File: config.mk
export PLATFORM = sky130hd
export DESIGN_NAME = compare_seq
export DESIGN_NICKNAME = d
export VERILOG_FILES = /design/src/rtl/cmp_seq_pkg.sv /design/src/rtl/cmp2_cell.sv /design/src/rtl/compare_seq.sv
export SDC_FILE = /design/constraint.sdc
export NUM_CORES = 1
export LEC_CHECK = 0
export BUFFER_PORTS_ARGS = -buffer_cell sky130_fd_sc_hd__buf_2
export CORE_ASPECT_RATIO = 1.2
export CORE_MARGIN = 4
export CORE_UTILIZATION = 44
export CTS_CLUSTER_DIAMETER = 60
export CTS_CLUSTER_SIZE = 30
export DETAILED_ROUTE_END_ITERATION = 7
export PLACE_DENSITY = 0.73
export SETUP_SLACK_MARGIN = 0.1
export SLEW_MARGIN = 40
export SYNTH_ARGS = -nofsm -noshare
export SYNTH_HDL_FRONTEND = slang
export SYNTH_SLANG_ARGS = --single-unit
export TNS_END_PERCENT = 20
File: constraint.sdc
create_clock -name clk -period 4.3 [get_ports clk]
set_input_delay 0.645 -clock clk [delete_from_list [all_inputs] [get_ports clk]]
set_output_delay 0.645 -clock clk [all_outputs]
set_load 0.01 [all_outputs]
File: src/rtl/cmp_seq_pkg.sv
// cmp_seq_pkg: shared state encoding and sizing helper for the sequential comparator.
package cmp_seq_pkg;
    typedef enum logic [1:0] {IDLE, RUN, DONE} cmp_state_t;
    function automatic int pair_idx_w(input int width);
        return ($clog2(width / 2) > 1) ? $clog2(width / 2) : 1;
    endfunction
endpackage

File: src/rtl/cmp2_cell.sv
// cmp2_cell: combinational 2-bit unsigned magnitude comparator.
module cmp2_cell (
    input  logic [1:0] a,
    input  logic [1:0] b,
    output logic       more,
    output logic       less
);
    assign more = a > b;
    assign less = a < b;
endmodule

File: src/rtl/compare_seq.sv
// compare_seq: compares two WIDTH-bit operands two bits per cycle, MSB pair first,
// through one shared cmp2_cell, with start/busy/done handshake and held results.
module compare_seq
    import cmp_seq_pkg::*;
#(
    parameter int WIDTH      = 8,
    parameter bit EARLY_EXIT = 1'b1
) (
    input  logic             clk,
    input  logic             rst,
    input  logic             start,
    input  logic [WIDTH-1:0] a,
    input  logic [WIDTH-1:0] b,
    output logic             busy,
    output logic             done,
    output logic             more,
    output logic             less,
    output logic             equal
);
    localparam int IW = pair_idx_w(WIDTH);
    localparam logic [IW-1:0] TOP_IDX = IW'(WIDTH / 2 - 1);

    cmp_state_t state, nxt;
    logic [WIDTH-1:0] opa, opb;
    logic [IW-1:0] idx;
    logic [1:0] pair_a, pair_b;
    logic cell_more, cell_less, diff, last, finish;
    logic decided, dec_more, dec_less;

    assign pair_a = opa[2*idx +: 2];
    assign pair_b = opb[2*idx +: 2];

    cmp2_cell u_cell (
        .a    (pair_a),
        .b    (pair_b),
        .more (cell_more),
        .less (cell_less)
    );

    assign diff   = cell_more | cell_less;
    assign last   = idx == '0;
    assign finish = EARLY_EXIT ? (diff | last) : last;
    assign busy   = state == RUN;
    assign done   = state == DONE;

    always_comb begin
        nxt = state == IDLE ? (start ? RUN : IDLE) :
              state == RUN  ? (finish ? DONE : RUN) : IDLE;
    end

    always_ff @(posedge clk or posedge rst) begin
        if (rst) state <= IDLE;
        else     state <= nxt;
    end

    // The first differing pair decides; with EARLY_EXIT it also ends the scan,
    // so decided is never set before finish and one result path serves both modes.
    always_ff @(posedge clk or posedge rst) begin
        if (rst) begin
            opa      <= '0;
            opb      <= '0;
            idx      <= '0;
            decided  <= 1'b0;
            dec_more <= 1'b0;
            dec_less <= 1'b0;
            more     <= 1'b0;
            less     <= 1'b0;
            equal    <= 1'b0;
        end else if (state == IDLE && start) begin
            opa      <= a;
            opb      <= b;
            idx      <= TOP_IDX;
            decided  <= 1'b0;
            dec_more <= 1'b0;
            dec_less <= 1'b0;
            more     <= 1'b0;
            less     <= 1'b0;
            equal    <= 1'b0;
        end else if (state == RUN) begin
            if (!finish) idx <= idx - 1'b1;
            if (!decided && diff) begin
                decided  <= 1'b1;
                dec_more <= cell_more;
                dec_less <= cell_less;
            end
            if (finish) begin
                more  <= decided ? dec_more : cell_more;
                less  <= decided ? dec_less : cell_less;
                equal <= !decided && !diff;
            end
        end
    end
endmodule

==> impl_results.md <==
* Status: finished clean
* GRT busiest layer: met2
* Data required time of the worst path at 4.51 ns
* Wire per inst at 12.5 um
* Critical path's largest stage delay at 0.54 ns
* Peak Freq at 446 MHz
* Fin crit period at 2.24 ns
* Global placer's final weighted congestion at 0.753
* Slowest-stage cell, CP: dfrtp_1
* Syn_nets at 151
* CP Data Arrival Time at 2.45 ns
* Max_cap viols at 0
* Initial DRT Pass Iterations at 4
* Register area share after synthesis at 50.5%
* Vias per cell at 4.96
* Yosys reg bits at 26
* Detail Route Antenna Nets at 0
* Max clock buf depth at 2
* Die height at 67.3 um
* Fin cells at 186
* Effective utilization at floorplan at 45.8%
* Slew Limit Fails at 0
* Total CTS buffers at 3
* Final setup margin at 2.06 ns
* Synth area leader: dfrtp_1
* Root Buffer: clkbuf_4
* Total track usage at 13.6%
* Commonest non-fill, non-tap cell in the layout: nand2_1
* First-pass GRT wire length at 4080 um
* Fin. Hold Viols at 0
* GRT met1 Usage at 16.2%
* Commonest cells after routing, fill and taps aside: nand2_1, dfrtp_1, buf_2
* Crit-path max FO at 7
* # placed instances at 182
* Core area at 0.00281 sq mm
* Hold_ws at 0.338 ns
* Cells after Synth at 129
* RSZ-0062 raised after global routing: false
* Setup violators final at 0
* Setup TNS at 0 ns
* Crit share post-route at 52.1%
* Vias in the first global route at 941
* Leak at 0.777 nW
* Worst-Margin Slew at 0.520 ns
* H-tree levels at 1
* Layout Utilization at 51.8%
* Count of input and output buffers at 23
* Top Ports at 24
* Largest net degree at the start of global routing at 27
* Worst setup EP type: register
* Worst-path cell chain: mux4_2 > ha_1 > nand2_2 > o31ai_4 > and2b_1 > nor3_2
* CTS tree: built
* Nets at 175
* Post-route cell area at 0.00146 sq mm
* Slew headroom at 65.3%
* Clock latency on the worst-skew pair at 0.31 ns
* Reg-to-reg startpoint: idx[0]
* Met2 Usage GRT at 24.2%
* Gr ovfl total at 0
* CP top delay family: flip-flops
* Clock Skews at 0.00491 ns
* Reg2reg path depth at 6
* Placed Area at 0.00142 sq mm
* Reg2reg setup slack at 2.06 ns
* Initial antenna violation count at 0
* Synthesized cell area at 0.00129 sq mm
* Yosys top cell area share at 50.5%
* FF-to-FF End: more
* Critical path class: reg2reg
* Dpl hpwl at 1750 um
* Antenna cells at 0
* Area Growth Syn to Fin at 13.0%
* Rows at 21
* Pwr per Cell Area at 764 mW/mm^2
* Register area at 651 sq um
* Area contributors post-synth: dfrtp_1, nand2_1, mux4_2
* Post-CTS Setup Bufs at 0
* Synth warn at 0
* Pre-CTS setup slack at 2.06 ns
* M3 GR Usage at 2.68%
* DRC violation count after routing at 0
* Post-Route WL at 2320 um
* Bufs and invs on worst path at 0
* Worst vdd ir at 378 uV
* Hold-fix buffers at CTS at 0
* Total Power at 1.11 mW
* Vias at 922
* Unique masters post-synth at 32
* Synth Area per Inst at 9.99 sq um
* Hold Path Class: in2async
* Multi-input combinational cell area at 582 sq um
* CTS sink cnt at 26
* DR iter-0 viols at 27
* Post-cts gate resize count at 0
* Die Width at 57.4 um
* CP startpoint kind: register
* Clk slew on worst S/H paths at 0.14 ns
* # fillers at 261
* Die Area at 0.00386 sq mm
* Layout cells sized above 1 at 28.9%
sequential cells by signal, summed over array words and instances (netlist names):
| name | cells |
|---|---|
| decided | 1 |
| dec_more | 1 |
| equal | 1 |
| more | 1 |
| state | 2 |
| opb | 8 |
| less | 1 |
| dec_less | 1 |
| opa | 8 |
| idx | 2 |
power breakdown:
group,switching (mW),internal [mW]
Clock,0.0695,0.0517
Combinational,0.317,0.251
Sequential,0.0766,0.347
Total,0.463,0.650
Yosys cell counts:
library cell,count
nor4_4,1
nor2b_1,1
nor2b_4,1
nor3_2,1
o21ai_2,1
mux4_2,4
inv_1,7
a211oi_2,1
a32oi_1,1
nor3_1,2
o21ai_0,2
nand2b_4,1
buf_2,3
nand2_2,2
and2b_1,1
a21boi_0,1
nand2b_1,1
buf_6,1
a22oi_1,1
dfrtp_1,26
o31ai_4,1
a21oi_1,2
nor2_1,5
ha_1,3
inv_2,1
mux2i_1,1
nor3b_2,1
and2_4,1
a221oi_1,1
nand2_1,51
or2_1,1
nand3_1,2
how the worst max path moves through the flow:
stage                start  endpoint  cells past startpoint
floorplan           idx[0]      more                      7
global placement    idx[0]      more                      6
detailed placement  idx[0]      more                      6
CTS                 idx[0]      more                      6
global route        idx[0]      more                      6
finish              idx[0]      more                      6
layer usage:
metal	vias up	share of wire, %
li1	467	-
met1	430	43
met2	23	51
met3	2	5.0
met4	0	0.82
met5	-	0
kinds of logic after synthesis:
logic type	after synthesis	synth area share, %
adder cells (fa/ha/maj)	3	2.91
buffers and inverters	12	4.37
multiplexers	5	7.77
flip-flops	26	50.5
AND/OR/NAND/NOR	72	27.1
AO/OA/AOI/OAI	11	7.38
cell type report:
cell class,instances,area share [%]
Sequential cell,26,44.7
Multi-Input combinational cell,91,39.9
Timing Repair Buffer,23,7.90
Tap cell,34,2.92
Clock buffer,4,2.49
Inverter,8,2.06
Note: power is estimated with default switching activity, not from simulation.
